`src/rtl/serial_decrypt_receiver_pkg.sv`:
```
// Shared types and framing constants for the serial decrypt receiver and its
// decrypt core.
package serial_decrypt_receiver_pkg;

    typedef enum logic [1:0] {
        IDLE = 2'd0,
        DATA = 2'd1,
        STOP = 2'd2
    } rx_state_t;

    localparam int         FRAME_DATA_BITS = 8;
    localparam logic       START_BIT       = 1'b1;
    localparam logic       STOP_BIT        = 1'b0;
    localparam logic [7:0] DEFAULT_KEY     = 8'd43;

endpackage

```
`src/rtl/rx_decrypt_core.sv`:
```
// Combinational byte decrypt: XOR with the key, invert the even bits and
// rotate the odd bits (1<-5, 3<-1, 5<-3, 7 stays).
module rx_decrypt_core
    import serial_decrypt_receiver_pkg::*;
(
    input  logic [FRAME_DATA_BITS-1:0] cipher,
    input  logic [FRAME_DATA_BITS-1:0] key,
    output logic [FRAME_DATA_BITS-1:0] plain
);

    logic [FRAME_DATA_BITS-1:0] mixed;

    assign mixed = cipher ^ key;

    genvar gi;
    generate
        for (gi = 0; gi < FRAME_DATA_BITS / 2; gi++) begin : g_even_bits
            assign plain[2*gi] = ~mixed[2*gi];
        end
    endgenerate

    assign plain[1] = mixed[5];
    assign plain[3] = mixed[1];
    assign plain[5] = mixed[3];
    assign plain[7] = mixed[7];

endmodule

```
`src/rtl/serial_decrypt_receiver.sv`:
```
// Serial frame receiver feeding a first-word-fall-through output FIFO.
// Define RX_DECRYPT_EN to store decrypted bytes; otherwise raw cipher bytes are stored.
module serial_decrypt_receiver
    import serial_decrypt_receiver_pkg::*;
#(
    parameter logic [7:0] KEY        = DEFAULT_KEY,
    parameter int         FIFO_DEPTH = 4
) (
    input  logic       clock,
    input  logic       reset_n,
    input  logic       serial_in,
    output logic [7:0] out_data,
    output logic       out_valid,
    input  logic       out_ready,
    output logic       framing_error,
    output logic       overflow
);

    localparam int PTR_W = $clog2(FIFO_DEPTH);
    localparam int CNT_W = PTR_W + 1;
    localparam int BIT_W = $clog2(FRAME_DATA_BITS);
    localparam logic [CNT_W-1:0] FULL_COUNT = CNT_W'(FIFO_DEPTH);
    localparam logic [BIT_W-1:0] LAST_BIT   = BIT_W'(FRAME_DATA_BITS - 1);

    rx_state_t                  state_reg, state_next;
    logic [BIT_W-1:0]           bit_cnt_reg, bit_cnt_next;
    logic [FRAME_DATA_BITS-1:0] cipher_reg, cipher_next;
    logic                       push_req;
    logic                       frame_bad;
    logic [FRAME_DATA_BITS-1:0] push_byte;

    logic [FRAME_DATA_BITS-1:0] fifo_mem [FIFO_DEPTH];
    logic [PTR_W-1:0]           wr_ptr_reg, wr_ptr_next;
    logic [PTR_W-1:0]           rd_ptr_reg, rd_ptr_next;
    logic [CNT_W-1:0]           count_reg, count_next, remaining;
    logic [FRAME_DATA_BITS-1:0] head_reg, head_next;
    logic                       overflow_reg, overflow_next;
    logic                       full, pop, push_ok;

`ifdef RX_DECRYPT_EN
    rx_decrypt_core u_decrypt (
        .cipher (cipher_reg),
        .key    (KEY),
        .plain  (push_byte)
    );
`else
    logic [7:0] unused_key;
    assign unused_key = KEY;
    assign push_byte  = cipher_reg;
`endif

    // Frame FSM: the completed cipher byte is only judged in STOP.
    always_comb begin
        state_next   = state_reg;
        bit_cnt_next = bit_cnt_reg;
        cipher_next  = cipher_reg;
        push_req     = 1'b0;
        frame_bad    = 1'b0;
        case (state_reg)
            IDLE: begin
                if (serial_in == START_BIT) begin
                    state_next   = DATA;
                    bit_cnt_next = '0;
                end
            end
            DATA: begin
                cipher_next  = {serial_in, cipher_reg[FRAME_DATA_BITS-1:1]};
                bit_cnt_next = bit_cnt_reg + BIT_W'(1);
                if (bit_cnt_reg == LAST_BIT) begin
                    state_next = STOP;
                end
            end
            STOP: begin
                state_next = IDLE;
                if (serial_in == STOP_BIT) begin
                    push_req = 1'b1;
                end else begin
                    frame_bad = 1'b1;
                end
            end
            default: state_next = IDLE;
        endcase
    end

    // A pop frees a slot in the same cycle, so a full FIFO can still take a push.
    always_comb begin
        full          = (count_reg == FULL_COUNT);
        pop           = out_valid & out_ready;
        push_ok       = push_req & (~full | pop);
        overflow_next = overflow_reg | (push_req & full & ~pop);
        remaining     = count_reg - CNT_W'(pop);
        count_next    = remaining + CNT_W'(push_ok);
        rd_ptr_next   = rd_ptr_reg + PTR_W'(pop);
        wr_ptr_next   = wr_ptr_reg + PTR_W'(push_ok);
        head_next     = '0;
        if (count_next != '0) begin
            head_next = (remaining == '0) ? push_byte : fifo_mem[rd_ptr_next];
        end
    end

    always_ff @(posedge clock) begin
        if (!reset_n) begin
            state_reg    <= IDLE;
            bit_cnt_reg  <= '0;
            cipher_reg   <= '0;
            wr_ptr_reg   <= '0;
            rd_ptr_reg   <= '0;
            count_reg    <= '0;
            head_reg     <= '0;
            overflow_reg <= 1'b0;
        end else begin
            state_reg    <= state_next;
            bit_cnt_reg  <= bit_cnt_next;
            cipher_reg   <= cipher_next;
            wr_ptr_reg   <= wr_ptr_next;
            rd_ptr_reg   <= rd_ptr_next;
            count_reg    <= count_next;
            head_reg     <= head_next;
            overflow_reg <= overflow_next;
        end
    end

    // Storage carries no reset so it can map onto RAM resources.
    always_ff @(posedge clock) begin
        if (push_ok) begin
            fifo_mem[wr_ptr_reg] <= push_byte;
        end
    end

    assign out_data      = head_reg;
    assign out_valid     = (count_reg != '0);
    assign overflow      = overflow_reg;
    assign framing_error = frame_bad & reset_n;

endmodule
```
`config.mk`:
```
export PLATFORM = sky130hd
export DESIGN_NAME = serial_decrypt_receiver
export DESIGN_NICKNAME = d
export VERILOG_FILES = /design/src/rtl/serial_decrypt_receiver_pkg.sv /design/src/rtl/rx_decrypt_core.sv /design/src/rtl/serial_decrypt_receiver.sv
export SDC_FILE = /design/constraint.sdc
export NUM_CORES = 1
export LEC_CHECK = 0
export CORE_MARGIN = 2
export CORE_UTILIZATION = 56
export DETAILED_ROUTE_END_ITERATION = 7
export GPL_ROUTABILITY_DRIVEN = 0
export PLACE_DENSITY = 0.76
export SKIP_LAST_GASP = 1
export SYNTH_ARGS = -nofsm -noshare
export SYNTH_HDL_FRONTEND = slang
export SYNTH_SLANG_ARGS = --single-unit
```
`constraint.sdc`:
```
create_clock -name clock -period 5.4 [get_ports clock]
set_input_delay 0.81 -clock clock [delete_from_list [all_inputs] [get_ports clock]]
set_output_delay 0.81 -clock clock [all_outputs]
set_load 0.02 [all_outputs]
```
Yosys cells after proc, flatten, opt, wreduce, memory -nomap -nowiden:

Memory sizes are Yosys's and may differ from the RTL's.
Cells that the tools add are included.

* bits in writable memories: 32
* ROM bits: 0
* latch bits: 0
* flip-flop bits (word level): 29
* output and inout bits: 11
* word-level logic and storage cells: 49
* memories kept: 1

Memories
* fifo_mem: words 4, bits a word 8, rd ports 1, clocked after memory_dff 0, wr ports 1, line serial_decrypt_receiver.sv:32 `logic [FRAME_DATA_BITS-1:0] fifo_mem [FIFO_DEPTH];`

* add/subtract/negate cells: 5
* shift-type cells: 0
* divide/modulo/power cells: 0
* reduce and logical (&&, ||, !) cells: 8
* eq/ne operators: 6
* multiplexer cells: 12
* multiply operators: 0
* order comparisons: 0
* bitwise logic cells: 9

Operators with widths (count)
* $mux W8: 1
* $eq A3 B3 Y1 const B: 2
* $mux W1: 6
* $pmux W3 S2: 1
* $reduce_and A2 Y1: 3
* $reduce_bool A3 Y1: 2
* $and A1 B1 Y1: 5
* $add A2 B1 Y2: 2
* $mux W2: 2
* $ne A2 B2 Y1 const B: 2
* $pmux W2 S2: 1
* $add A3 B1 Y3: 1
* $add A3 B1 Y3 const B: 1
* $logic_not A3 Y1: 1
* $mux W3: 1
* $sub A3 B1 Y3: 1
* $eq A2 B1 Y1 const B: 1
* $eq A2 B2 Y1 const B: 1
* $logic_not A2 Y1: 1
* $not A1 Y1: 2
* $or A1 B1 Y1: 2
* $reduce_bool A2 Y1: 1

Depth between registers and ports, before layout:

* depth in word-level cells: 7
* gate-level depth with buffers: 9

Worst setup path before layout:

OpenSTA, ideal clock, no wires.

* path type: input-to-reg
* from: input port out_ready
* to: memory fifo_mem[0][0], enable pin
* arrival time: 1.972 ns
* setup slack: 3.043 ns
* data required time: 5.015 ns
* stages on the path: 3
* cells stage by stage: nor4b_1 nor4b_2 nor3b_1

* longest elaborated chain between the ends: 5

Ends and longest elaborated chain
* start, declared: line serial_decrypt_receiver.sv:14 `input logic out_ready,`
* $and A1 B1 Y1: line serial_decrypt_receiver.sv:88 `pop = out_valid & out_ready;`
* $or A1 B1 Y1: line serial_decrypt_receiver.sv:89 `push_ok = push_req & (~full | pop);`
* $and A1 B1 Y1: line serial_decrypt_receiver.sv:89
* $mux W1: line serial_decrypt_receiver.sv:125 `if (push_ok) begin`
* $mux W1 (not written as such): line serial_decrypt_receiver.sv:126 `fifo_mem[wr_ptr_reg] <= push_byte;`
* end, declared: line serial_decrypt_receiver.sv:32

Every way passes these cells.

Final worst setup path:

* from: input port reset_n
* to: output port framing_error

* longest elaborated chain between the ends: 1

Ends and longest elaborated chain
* start, declared: line serial_decrypt_receiver.sv:10 `input logic reset_n,`
* $and A1 B1 Y1: line serial_decrypt_receiver.sv:133 `assign framing_error = frame_bad & reset_n;`
* end, declared: line serial_decrypt_receiver.sv:15 `output logic framing_error,`

Every way passes these cells.

==> impl_summary.txt <==
----------------------------------------------------
[Global routing]
  Via count of the first global-routing pass ... 1,456
  Initial antenna violation count ... 0
  Global-route wire length before repair ... 7.086 mm
  GRT Resource Usage Total ... 0.1961
  Gr ovfl total ... 0
  Pin count of the biggest net entering global routing ... 24

[CTS]
  Gates resized, CTS repair ... 0
  Root Buffer Master ... sky130_fd_sc_hd__clkbuf_8
  Maximum buffer depth of the clock tree ... 2
  Worst skew pair latency ... 0.33 ns
  Cts-stage hold buffer count ... 0
  CTS Buf Count ... 9
  Clock transition at the register clock pins on the worst setup and hold paths after CTS ... 0.06 ns
  Clock tree from TritonCTS ... built
  Number of setup buffers added after CTS ... 0
  Number of clock sinks seen by CTS ... 61
  H-tree depth ... 3

[Cells and area]
  Leading cell type in the layout, fill and taps excluded ... sky130_fd_sc_hd__edfxtp_1
  Most used cells in the layout excluding fill and tap cells ... 32 x sky130_fd_sc_hd__edfxtp_1, 29 x sky130_fd_sc_hd__dfxtp_1, 21 x sky130_fd_sc_hd__nand2_1
  Share of cells above drive strength 1 ... 0.09896
  Post-layout instance count excluding filler cells ... 242
  Final Net Count ... 199
  Diodes inserted ... 0
  Number of flip-flops under the largest register name ... 32
  Final std cell area, no fill ... 2816 um^2
  Area overhead of the layout relative to synthesis ... 15.61%

[Yosys]
  Total nets after synthesis ... 179
  Synthesized area divided by synthesized cell count ... 14.59 um^2
  Netlist cell types ... 32
  YS warnings ... 0
  Share of synthesized area spent on multiplexers ... 0.1192
  Simple-gate share of the synthesized area ... 0.1156
  Combinational family with the most area after synthesis ... multiplexers
  Post-Synthesis Cell Area ... 2436 um^2
  Share of synthesized area occupied by flip-flops and latches ... 0.6328
  Flop and latch count out of synthesis ... 61
  Synthesized netlist cell count ... 167
  Xor/xnor cell area share of the yosys netlist ... 0.02209
  Post-Synth Adder-Cell Area ... 0.04109
  Area fraction in compound gates after synthesis ... 0.04777

[Pwr]
  Post-layout total power ... 1.522 mW
  Static leakage ... 1.059 nW
  Ratio of total power to cell area ... 540.5 nW/um^2
  Peak ir drop on the vdd network ... 0.3099 mV

[Drt]
  Total Wirelength ... 4.180 mm
  Number of DRC markers in iteration 0 ... 82
  Detailed-routing iteration count for the pre-antenna-repair pass ... 4
  Number of antenna-violating nets in the routed design ... 0
  Vias ... 1,354
  Detailed-route DRC error count ... 0
  Wirelength per Cell ... 17.27 um
  Via-per-instance ratio ... 5.595

[Timing]
  Fin crit period ... 3.450 ns
  Tcrit/Tclk final ... 0.6388
  Clock skew after layout ... 0.006023 ns
  Worst-case headroom to the max-slew limit ... 0.4421
  Final setup margin ... 1.950 ns
  Final total negative setup slack ... 0 ns
  RSZ-0062 raised after global routing ... false
  Hold Violations, Final ... 0
  Final-report max-slew violation count ... 0
  Slew at the pin with the worst max-slew slack ... 0.8338 ns
  Fmax ... 289.9 MHz
  Number of setup violations in the final report ... 0

[Worst hold path]
  WHS Path Cells ... 1
  Startpoint of the worst hold path ... overflow$_SDFF_PN0_
  Worst min path class ... flop to flop

[Setup path]
  Worst Reg2Reg Path Length in Cells ... 8
  Required time reported for the critical path endpoint ... 4.59 ns
  Worst EP arrival ... 2.64 ns
  Largest driver fanout on the critical path ... 23
  Classification of the worst setup path ... input port to output pin
  Kind of end point of the critical path ... output pin
  Startpoint Class ... input port
  Reg2reg start ... count_reg[2]$_SDFF_PN0_
  Crit. Startpoint ... reset_n

[Floorplan]
  Die area ... 4894 um^2
  Num ports ... 15
  Starting density of the core ... 0.5961
  Horizontal extent of the die ... 69.96 um
  Total core area ... 4086 um^2
  Cell Rows ... 23
  Vert. Die Dim ... 69.96 um

[Place]
  Detailed Place HPWL ... 2.780 mm
  # port buffers ... 14
  Placement Setup Slack ... 1.950 ns
  Post-detailed-placement cell area ... 2609 um^2
  Placed cell count ... 226

[Job]
  Max_cap viols ... 0

[Run status]
  Outcome ... complete, no violations

----------------------------------------------------
-- critical path: stages --
cell,delay (ns)
sky130_fd_sc_hd__clkdlybuf4s50_1,0.92
sky130_fd_sc_hd__and4b_1,0.30
sky130_fd_sc_hd__clkdlybuf4s50_1,0.61
-- power by group --
part | internal (mW) | total (mW) | switching (mW)
Combinational | 0.268 | 0.548 | 0.280
Clock | 0.260 | 0.427 | 0.167
Sequential | 0.528 | 0.547 | 0.0194
-- layer usage --
metal | share of wire | wire (um) | GRT usage | vias up
met3 | 0.042 | 176 | 0.05195 | 11
met1 | 0.43 | 1799 | 0.2374 | 663
li1 | - | - | - | 647
met4 | 0.019 | 81 | 0.08974 | 0
met5 | 0 | 0 | 0 | -
met2 | 0.51 | 2122 | 0.3280 | 33
-- layout make-up --
cell class,instances,area (um^2)
Clock buffer,12,135.1
Tap cell,50,62.56
Multi-Input combinational cell,96,842.1
Sequential cell,61,1541
Clock inverter,4,72.57
Inverter,4,15.01
Timing Repair Buffer,15,147.6
Fill cell,275,1270
-- kinds of logic (layout without fill, tap and decap cells) --
logic type / after synthesis / in the layout
flops: 61 / 61
simple gates: 54 / 54
mux: 16 / 16
compound gates: 14 / 14
buf+inv: 10 / 35
fa+ha+maj: 8 / 8
xor+xnor: 4 / 4
-- metrics by stage --
| stage | hold slack (ns) | utilization |
|---|---|---|
| 6_report | 0.4611 | 0.6892 |
| 4_1_cts | 0.4667 | 0.6892 |
| 2_1_floorplan | 0.4814 | - |
| 5_1_grt | 0.5024 | 0.6892 |
| 3_5_place_dp | 0.4516 | 0.6384 |
| 3_3_place_gp | 0.4512 | 0.6384 |
-- final timing paths --
kind / slack (ns) / end
worst min register to register: 0.46 / overflow$_SDFF_PN0_
worst max register to register: 2.90 / out_data[0]$_SDFF_PN0_
worst max-delay path: 1.95 / framing_error
worst min-delay path: 0.46 / overflow$_SDFF_PN0_
-- Yosys cell counts --
cell / number / area share
sky130_fd_sc_hd__clkbuf_8: 1 / 0.0056
sky130_fd_sc_hd__o21ai_0: 1 / 0.0021
sky130_fd_sc_hd__and4bb_2: 1 / 0.0051
sky130_fd_sc_hd__and2_2: 1 / 0.0031
sky130_fd_sc_hd__buf_4: 1 / 0.0031
sky130_fd_sc_hd__nor4b_2: 1 / 0.0062
sky130_fd_sc_hd__mux2i_1: 8 / 0.033
sky130_fd_sc_hd__mux4_1: 8 / 0.086
sky130_fd_sc_hd__nand2b_1: 1 / 0.0026
sky130_fd_sc_hd__and4b_1: 1 / 0.0041
sky130_fd_sc_hd__clkbuf_1: 3 / 0.0046
sky130_fd_sc_hd__or3_1: 1 / 0.0026
sky130_fd_sc_hd__o21a_1: 1 / 0.0031
sky130_fd_sc_hd__a21boi_0: 8 / 0.025
sky130_fd_sc_hd__xor2_1: 1 / 0.0036
sky130_fd_sc_hd__nand2_1: 21 / 0.032
sky130_fd_sc_hd__nor2b_1: 3 / 0.0077
sky130_fd_sc_hd__o21bai_1: 1 / 0.0031
sky130_fd_sc_hd__ha_1: 8 / 0.041
sky130_fd_sc_hd__nor3b_1: 1 / 0.0031
sky130_fd_sc_hd__a22oi_1: 2 / 0.0062
sky130_fd_sc_hd__nor4b_1: 1 / 0.0036
sky130_fd_sc_hd__edfxtp_1: 32 / 0.39
sky130_fd_sc_hd__and2_1: 8 / 0.021
sky130_fd_sc_hd__inv_1: 4 / 0.0062
sky130_fd_sc_hd__buf_2: 1 / 0.0021
sky130_fd_sc_hd__nor2_1: 11 / 0.017
sky130_fd_sc_hd__xor2_4: 1 / 0.011
sky130_fd_sc_hd__xnor2_1: 2 / 0.0072
sky130_fd_sc_hd__dfxtp_1: 29 / 0.24
sky130_fd_sc_hd__and3_1: 3 / 0.0077
sky130_fd_sc_hd__o31ai_4: 1 / 0.0087
Note: power is estimated with default switching activity, not from simulation.
